File: src/rtl/simd_pkg.sv
// Shared constants, state encoding and sizing helper for the SIMD execute sequencer
// and the writeback lane-select logic.
package simd_pkg;

   localparam int unsigned LANES_DEF    = 8;
   localparam int unsigned HW_LANES_DEF = 2;
   localparam int unsigned PIPE_LAT_DEF = 2;
   localparam int unsigned VL_W_DEF     = 4;

   // Group counter width: enough to hold the group count LANES/HW_LANES itself
   function automatic int unsigned grp_w(input int unsigned lanes, input int unsigned hw_lanes);
      return $clog2(lanes / hw_lanes) + 1;
   endfunction

   localparam int unsigned GRP_W = grp_w(LANES_DEF, HW_LANES_DEF);

   typedef logic [1:0] state_t;

   localparam state_t S_IDLE  = 2'd0;
   localparam state_t S_RUN   = 2'd1;
   localparam state_t S_DRAIN = 2'd2;
   localparam state_t S_DONE  = 2'd3;

endpackage

File: src/rtl/simd_lane_mask_gen.sv
// Per-lane enable for one lane group: lane i is live when lane_base+i falls inside
// the effective vector length. Shared with the writeback lane-select path.
module simd_lane_mask_gen #(
   parameter int unsigned VL_W     = 4,
   parameter int unsigned HW_LANES = 2
) (
   input  logic [VL_W-1:0]     i_lane_base,
   input  logic [VL_W-1:0]     i_vl,
   output logic [HW_LANES-1:0] o_lane_mask
);

   // One extra bit so lane_base+i cannot wrap past the top element
   for (genvar gi = 0; gi < int'(HW_LANES); gi++) begin : g_lane
      assign o_lane_mask[gi] = (({1'b0, i_lane_base} + (VL_W+1)'(gi)) < {1'b0, i_vl});
   end

endmodule

File: src/rtl/simd_exec_sequencer.sv
// Execute-stage sequencer: splits a vector op into HW_LANES-wide groups for the shared
// MAC array, waits out the array latency, then releases the F/D/E stall with doneE.
module simd_exec_sequencer
   import simd_pkg::*;
#(
   parameter int unsigned LANES    = LANES_DEF,
   parameter int unsigned HW_LANES = HW_LANES_DEF,
   parameter int unsigned PIPE_LAT = PIPE_LAT_DEF,
   parameter int unsigned VL_W     = VL_W_DEF
) (
   input  logic                clk,
   input  logic                rst,
   input  logic                validE,
   input  logic                vecE,
   input  logic                accE,
   input  logic [VL_W-1:0]     vlE,
   input  logic                unit_ready,
   input  logic                flush,
   output logic                stallFDE,
   output logic                unit_start,
   output logic [VL_W-1:0]     lane_base,
   output logic [HW_LANES-1:0] lane_mask,
   output logic                acc_clr,
   output logic                doneE,
   output logic                busy
);

   localparam int unsigned    W_GRP    = grp_w(LANES, HW_LANES);
   localparam int unsigned    W_DRN    = $clog2(PIPE_LAT + 1);
   localparam int unsigned    SH       = $clog2(HW_LANES);
   localparam logic [VL_W-1:0]  VL_MAX   = VL_W'(LANES);
   localparam logic [W_DRN-1:0] DRN_INIT = W_DRN'(PIPE_LAT);

   state_t             r_state;
   logic [W_GRP-1:0]   r_grp;
   logic [W_GRP-1:0]   r_last;
   logic [W_DRN-1:0]   r_drn;
   logic [VL_W-1:0]    r_vl;
   logic               r_acc;

   state_t             w_state_nxt;
   logic [W_GRP-1:0]   w_grp_nxt;
   logic [W_GRP-1:0]   w_last_nxt;
   logic [W_DRN-1:0]   w_drn_nxt;
   logic [VL_W-1:0]    w_vl_nxt;
   logic               w_acc_nxt;

   logic               w_req;
   logic [VL_W-1:0]    w_vl_eff;
   logic [VL_W:0]      w_gcnt;
   logic [W_GRP-1:0]   w_last_eff;
   logic [VL_W-1:0]    w_base;
   logic [HW_LANES-1:0] w_mask;

   // rst gates req so the combinational stall stays low while reset is held
   assign w_req      = rst & validE & vecE & ~flush;
   assign w_vl_eff   = ((vlE == '0) || (vlE > VL_MAX)) ? VL_MAX : vlE;
   assign w_gcnt     = ({1'b0, w_vl_eff} + (VL_W+1)'(HW_LANES - 1)) >> SH;
   assign w_last_eff = W_GRP'(w_gcnt - (VL_W+1)'(1));
   assign w_base     = VL_W'(r_grp) << SH;

   simd_lane_mask_gen #(
      .VL_W     (VL_W),
      .HW_LANES (HW_LANES)
   ) u_mask_gen (
      .i_lane_base (w_base),
      .i_vl        (r_vl),
      .o_lane_mask (w_mask)
   );

   always_ff @(posedge clk or negedge rst) begin
      if (!rst) begin
         r_state <= S_IDLE;
         r_grp   <= '0;
         r_last  <= '0;
         r_drn   <= '0;
         r_vl    <= '0;
         r_acc   <= 1'b0;
      end else begin
         r_state <= w_state_nxt;
         r_grp   <= w_grp_nxt;
         r_last  <= w_last_nxt;
         r_drn   <= w_drn_nxt;
         r_vl    <= w_vl_nxt;
         r_acc   <= w_acc_nxt;
      end
   end

   always_comb begin
      w_state_nxt = r_state;
      w_grp_nxt   = r_grp;
      w_last_nxt  = r_last;
      w_drn_nxt   = r_drn;
      w_vl_nxt    = r_vl;
      w_acc_nxt   = r_acc;
      stallFDE    = 1'b0;
      unit_start  = 1'b0;
      acc_clr     = 1'b0;
      doneE       = 1'b0;

      case (r_state)
         S_IDLE: begin
            stallFDE = w_req;
            if (w_req) begin
               w_state_nxt = S_RUN;
               w_grp_nxt   = '0;
               w_vl_nxt    = w_vl_eff;
               w_acc_nxt   = accE;
               w_last_nxt  = w_last_eff;
            end
         end
         S_RUN: begin
            stallFDE   = ~flush;
            unit_start = unit_ready;
            acc_clr    = unit_ready & r_acc & (r_grp == '0);
            if (unit_ready) begin
               if (r_grp == r_last) begin
                  w_state_nxt = S_DRAIN;
                  w_drn_nxt   = DRN_INIT;
               end else begin
                  w_grp_nxt = r_grp + W_GRP'(1);
               end
            end
         end
         S_DRAIN: begin
            stallFDE  = ~flush;
            w_drn_nxt = r_drn - W_DRN'(1);
            if (r_drn == W_DRN'(1)) begin
               w_state_nxt = S_DONE;
            end
         end
         S_DONE: begin
            doneE       = ~flush;
            w_state_nxt = S_IDLE;
         end
         default: begin
            w_state_nxt = S_IDLE;
         end
      endcase

      // Flush abandons the op from any state; outputs above only lose stall and doneE
      if (flush) begin
         w_state_nxt = S_IDLE;
         w_grp_nxt   = '0;
         w_drn_nxt   = '0;
      end
   end

   assign lane_base = unit_start ? w_base : '0;
   assign lane_mask = unit_start ? w_mask : '0;
   assign busy      = (r_state != S_IDLE);

endmodule

File: config.mk
export PLATFORM = sky130hd
export DESIGN_NAME = simd_exec_sequencer
export DESIGN_NICKNAME = d
export VERILOG_FILES = /design/src/rtl/simd_pkg.sv /design/src/rtl/simd_lane_mask_gen.sv /design/src/rtl/simd_exec_sequencer.sv
export SDC_FILE = /design/constraint.sdc
export NUM_CORES = 1
export LEC_CHECK = 0
export CORE_ASPECT_RATIO = 1.2
export CORE_UTILIZATION = 46
export CTS_CLUSTER_DIAMETER = 80
export DETAILED_ROUTE_END_ITERATION = 16
export GPL_TIMING_DRIVEN = 0
export PLACE_DENSITY = 0.75
export SYNTH_ARGS = -nofsm -noshare
export SYNTH_HDL_FRONTEND = slang
export SYNTH_SLANG_ARGS = --single-unit
File: constraint.sdc
create_clock -name clk -period 1.5 [get_ports clk]
set_clock_uncertainty 0.05 [all_clocks]
set_input_delay 0.15 -clock clk [delete_from_list [all_inputs] [get_ports clk]]
set_output_delay 0.15 -clock clk [all_outputs]
set_load 0.01 [all_outputs]
== Yosys cells after proc, flatten, opt, wreduce, memory -nomap -nowiden ==
Cells that the tools add are included.

* Eq/ne operators: 10
* Bitwise gates (word level): 6
* Add/sub/neg operators: 5
* Reduce and logical (&&, ||, !) cells: 12
* Muxes and demuxes: 20
* Magnitude comparators: 3

{| class="wikitable"
|+ Operator list
! cell !! count
|-
| $ne A3 B3 Y1 const B || 5
|-
| $mux W2 || 7
|-
| $mux W3 || 4
|-
| $mux W4 || 2
|-
| $pmux W2 S4 || 1
|-
| $reduce_and A4 Y1 || 2
|-
| $pmux W3 S2 || 1
|-
| $reduce_bool A3 Y1 || 2
|-
| $add A4 B1 Y5 const B || 1
|-
| $and A1 B1 Y1 || 5
|-
| $lt A5 B4 Y1 || 1
|-
| $add A4 B1 Y4 const B || 1
|-
| $eq A2 B1 Y1 const B || 2
|-
| $eq A2 B2 Y1 const B || 2
|-
| $gt A4 B4 Y1 const B || 1
|-
| $logic_not A4 Y1 || 1
|-
| $lt A4 B4 Y1 || 1
|-
| $pmux W2 S2 || 1
|-
| $add A3 B1 Y3 const B || 1
|-
| $eq A3 B3 Y1 || 1
|-
| $logic_not A3 Y1 || 1
|-
| $mux W1 || 3
|-
| $reduce_and A3 Y1 || 1
|-
| $sub A3 B1 Y3 const B || 1
|-
| other kinds (8) || 8
|}

* Bits in registers: 15
* Input bits: 11

== Depth between registers and ports, before layout ==
* Depth in word-level cells: 6
* Depth in mapped cells: 7
* Mapped depth without buffers: 6

== Cells and area by module ==
Synthesis repeated with hierarchy kept, for this count alone.

* Cells, all modules: 128
* Area total of the unflattened synthesis: 1,222.4 µm²

{| class="wikitable"
|+ Modules (own cells, without submodules)
! module !! cells an instance !! seq. area each (µm²) !! instances !! area each (µm²)
|-
| simd_exec_sequencer || 105 || 375.4 || 1 || 1,038.5
|-
| simd_lane_mask_gen || 23 || 0.0 || 1 || 183.9
|}

== Least setup slack after synthesis ==
Ideal clock, no wire load.

* Path kind: register -> output
* Start point: reg r_grp[0]
* End point: out lane_mask[0]
* Required time: 1.300 ns
* Stages on the path, launching flop included: 7
* Path buffers: 0
* Setup slack: -0.144 ns
* Arrival time: 1.444 ns
* Cell sequence: dfrtp_1 inv_1 ha_1 nor2b_1 o21ai_0 nand2b_1 a211oi_1

* Word-level cells in the longest chain between the ends: 2

{| class="wikitable"
|+ RTL lines
! what !! line !! RTL
|-
| start: declaration || simd_exec_sequencer.sv:35 || <nowiki>logic [W_GRP-1:0] r_grp;</nowiki>
|-
| start signal: assignment || simd_exec_sequencer.sv:81 || <nowiki>r_grp <= w_grp_nxt;</nowiki>
|-
| $lt A4 B4 Y1 || simd_lane_mask_gen.sv:14 || <nowiki>assign o_lane_mask[gi] = (({1'b0, i_lane_base} + (VL_W+1)'(gi)) < {1'b0, i_vl});</nowiki>
|-
| $mux W2 || simd_exec_sequencer.sv:150 || <nowiki>assign lane_mask = unit_start ? w_mask : '0;</nowiki>
|-
| end: declaration || simd_exec_sequencer.sv:22 || <nowiki>output logic [HW_LANES-1:0] lane_mask,</nowiki>
|}

No other way between the ends.

== Worst setup path in the final report ==
Ends and elaborated chain as after synthesis.

==> results_tabular.tex <==
\begin{tabular}{lr}
\hline
Metric & Value \\
\hline
\multicolumn{2}{l}{\textbf{Placement}} \\
Placer's final routability congestion estimate & 0.798 \\
Post-place setup slack & -969 ps \\
\# port buffers & 20 \\
DP Wirelength & 1.75 mm \\
\multicolumn{2}{l}{\textbf{STA}} \\
RSZ-0062 raised after global routing & true \\
Minimum hold slack & 199 ps \\
Count of endpoints failing hold in the final timing report & 0 \\
Setup TNS & -4370 ps \\
Actual slew at the worst max-slew pin & 713 ps \\
Final WS setup & -383 ps \\
Final setup violation count & 25 \\
Tmin final & 1880 ps \\
Final critical-path share of the clock period & 126\% \\
Max frequency & 531 MHz \\
Worst relative slew slack & 52.3\% \\
Max-slew violations & 0 \\
\multicolumn{2}{l}{\textbf{Route}} \\
Detail-routed net length per standard cell & 19.9 um \\
Number of antenna-violating nets in the routed design & 0 \\
First DRT Iteration DRCs & 22 \\
Uppermost routed layer & met4 \\
DR pass1 iterations & 4 \\
Remaining routing DRC violations & 0 \\
DR WL met2 & 2.11 mm \\
Routed WL & 4.12 mm \\
Total number of vias & 1144 \\
Vias per cell & 5.53 \\
Metal1 wirelength & 1.57 mm \\
Routed wire length on met3 & 216 um \\
\multicolumn{2}{l}{\textbf{Critical path}} \\
Worst r2r dst & r\_acc \\
Worst endpoint required time & 1300 ps \\
Arrival time of the worst setup path & 1680 ps \\
Flop2flop setup slack & -240 ps \\
Critical path fanouts, max & 2 \\
Reg2reg path depth & 7 \\
Setup Crit Path Kind & flop to output pin \\
Startpoint of the worst register-to-register path & r\_state[0] \\
Nature of the critical path endpoint & output pin \\
Critical Path Start Type & flop \\
\multicolumn{2}{l}{\textbf{Logic synthesis}} \\
Synth Area per Inst & 9.15 um\^{}2 \\
Synth top area share & 33.9\% \\
Adder-cell share of the synthesized area & 15.8\% \\
Number of synthesized flops with an enable pin & 0 \\
Synthesized net count & 146 \\
Syn Inst Count & 121 \\
Synthesized area & 1110 um\^{}2 \\
Distinct cells, synth & 34 \\
Share of cell area taken by muxes after synthesis & 7.46\% \\
Synthesized-area fraction occupied by xor and xnor cells & 3.95\% \\
Top post-synthesis cells by count & sky130\_fd\_sc\_hd\_\_dfrtp\_1 (15), sky130\_fd\_sc\_hd\_\_nand2\_1 (15), sky130\_fd\_sc\_hd\_\_ha\_1 (14) \\
Simple-gate portion of the synthesized area & 20.9\% \\
Commonest register cell after synthesis & sky130\_fd\_sc\_hd\_\_dfrtp\_1 \\
Fraction of the mapped netlist area in compound gates & 11.5\% \\
Sequential-to-total area share from yosys stat & 33.9\% \\
Fraction of registers with async set or reset after synthesis & 100\% \\
Main combinational cell family by area after synthesis & simple AND/OR/NAND/NOR gates \\
Cell type with the highest aggregate area in the netlist & sky130\_fd\_sc\_hd\_\_dfrtp\_1 \\
Synthesis-stage register bit count & 15 \\
Syn. warnings & 0 \\
Top cells by area in the synthesized netlist & sky130\_fd\_sc\_hd\_\_dfrtp\_1 (34\%), sky130\_fd\_sc\_hd\_\_ha\_1 (16\%), sky130\_fd\_sc\_hd\_\_nand2\_1 (5.1\%) \\
\multicolumn{2}{l}{\textbf{Final layout}} \\
Number of fill cells & 106 \\
Combined area of the multi-input logic cells & 983 um\^{}2 \\
Ratio of cells with drive above 1 in the final layout & 58.5\% \\
Area growth from synthesis to layout & 78.4\% \\
Antenna cell count & 0 \\
Storage cell area & 379 um\^{}2 \\
Post-Route Utilization & 86.6\% \\
Number of nets in the finished design & 202 \\
\multicolumn{2}{l}{\textbf{Floorplan}} \\
Row count & 19 \\
Core area & 2280 um\^{}2 \\
Chip Width & 46.8 um \\
Overall die area & 2610 um\^{}2 \\
Initial core utilization & 48.5\% \\
Y dimension of the die & 55.7 um \\
Number of top-level design ports & 22 \\
\multicolumn{2}{l}{\textbf{Status}} \\
Violated checks & setup timing \\
Outcome & finished, violations left \\
\multicolumn{2}{l}{\textbf{Clock tree}} \\
CTS tree & yes \\
Clock sink count & 15 \\
Clk slew on worst S/H paths & 90 ps \\
CTS HTree Levels & 1 \\
Root cell of the clock tree & sky130\_fd\_sc\_hd\_\_clkbuf\_4 \\
Worst-skew pair later-pin latency & 300 ps \\
Clock buffer depth & 2 \\
TritonCTS buffer count & 3 \\
\multicolumn{2}{l}{\textbf{Min path}} \\
HP Class & input port to flop \\
Worst hold path cell count & 3 \\
Hold path endpoint & r\_vl[3] \\
Worst Min Path Start & vlE[3] \\
\multicolumn{2}{l}{\textbf{GRT}} \\
Antenna violations before repair & 0 \\
Gr ovfl total & 0 \\
Overall Global Routing Usage & 24.3\% \\
Global-route wire length before repair & 4.59 mm \\
Number of global-route vias before repair & 1073 \\
Maximum number of pins on one net before global-route repair & 16 \\
\multicolumn{2}{l}{\textbf{Power and ir drop}} \\
Power, Total & 2.83 mW \\
Static leakage & 0.913 nW \\
Power density cells & 1430 nW/um\^{}2 \\
Worst IR drop on VDD & 1.42 mV \\
\multicolumn{2}{l}{\textbf{Run}} \\
Maxcap violations & 0 \\
\hline
\end{tabular}
## cell families (layout without fill, tap and decap cells)
group	after synthesis	after routing
compound gates	18	18
xor+xnor	5	5
fa+ha+maj	14	14
buf+inv	15	70
flops	15	15
mux	7	7
other cells	1	1
simple gates	46	46
## power by group
group	switching, mW	total (mW)	internal [mW]
combinational	0.893	1.87	0.980
clock	0.147	0.251	0.104
sequential	0.180	0.708	0.528
total	1.22	2.83	1.61
## area by class of cell
cell class	instances	area share, %
plain buffers	2	1.14
multi-input cells	91	49.8
clock buffers	4	1.33
inverters	13	2.72
well taps	31	1.96
repair buffers	51	23.9
flip-flops and latches	15	19.2
## stage by stage
stage,instances,area [um^2]
2_1_floorplan,121,1130
3_3_place_gp,172,1370
3_5_place_dp,172,1370
4_1_cts,188,1570
5_1_grt,207,1980
6_report,207,1980
## cells in the final DEF, fill, tap and decap left out, drive strengths merged, types with 2 or more instances in the layout
cell type	instances
and3	2
mux2i	3
a21oi	3
o21ai	7
nand2	16
mux2	4
nand2b	2
clkbuf	5
nand3	6
dfrtp	15
inv	13
nor2b	6
nor2	5
ha	14
clkdlybuf4s50	8
xnor2	4
nor3	5
buf	40
clkdlybuf4s15	2
## routing by layer
layer / vias to the layer above / track usage (%)
met3: 23 / 2.92
met5: - / 0
met2: 53 / 41.7
li1: 521 / -
met4: 0 / 11.4
met1: 547 / 28.5
## critical path, cell delays in order (launching register included)
cell and delay [ps]:
sky130_fd_sc_hd__dfrtp_2 450, sky130_fd_sc_hd__inv_2 100, sky130_fd_sc_hd__ha_4 200, sky130_fd_sc_hd__nor2b_4 120
sky130_fd_sc_hd__o21ai_2 120, sky130_fd_sc_hd__nand2b_1 80, sky130_fd_sc_hd__a211oi_2 170, sky130_fd_sc_hd__buf_2 160
## sequential cells by signal (all words and copies together) (netlist names)
register / cells
r_state: 2
r_grp: 3
r_drn: 2
r_vl: 4
r_acc: 1
r_last: 3
## how the worst max path moves through the flow
stage | start | to | depth (start not counted)
finish | r_grp[0] | lane_mask[0] | 7
global route | r_grp[0] | lane_mask[0] | 7
CTS | r_grp[0] | lane_mask[0] | 7
detailed placement | rst | stallFDE | 5
global placement | rst | stallFDE | 5
floorplan | r_state[0] | r_acc | 6
## repair_timing
item | 4_1_cts | 5_1_grt
gates resized for setup | 65 | 61
hold buffers | 1 | 0
cloned | 0 | 1
pin swaps | 3 | 10
endpoints found under the hold margin | 15 | 0
buffers inserted | 12 | 18
endpoints found under the setup margin | 24 | 23
Note: power is estimated with default switching activity, not from simulation.
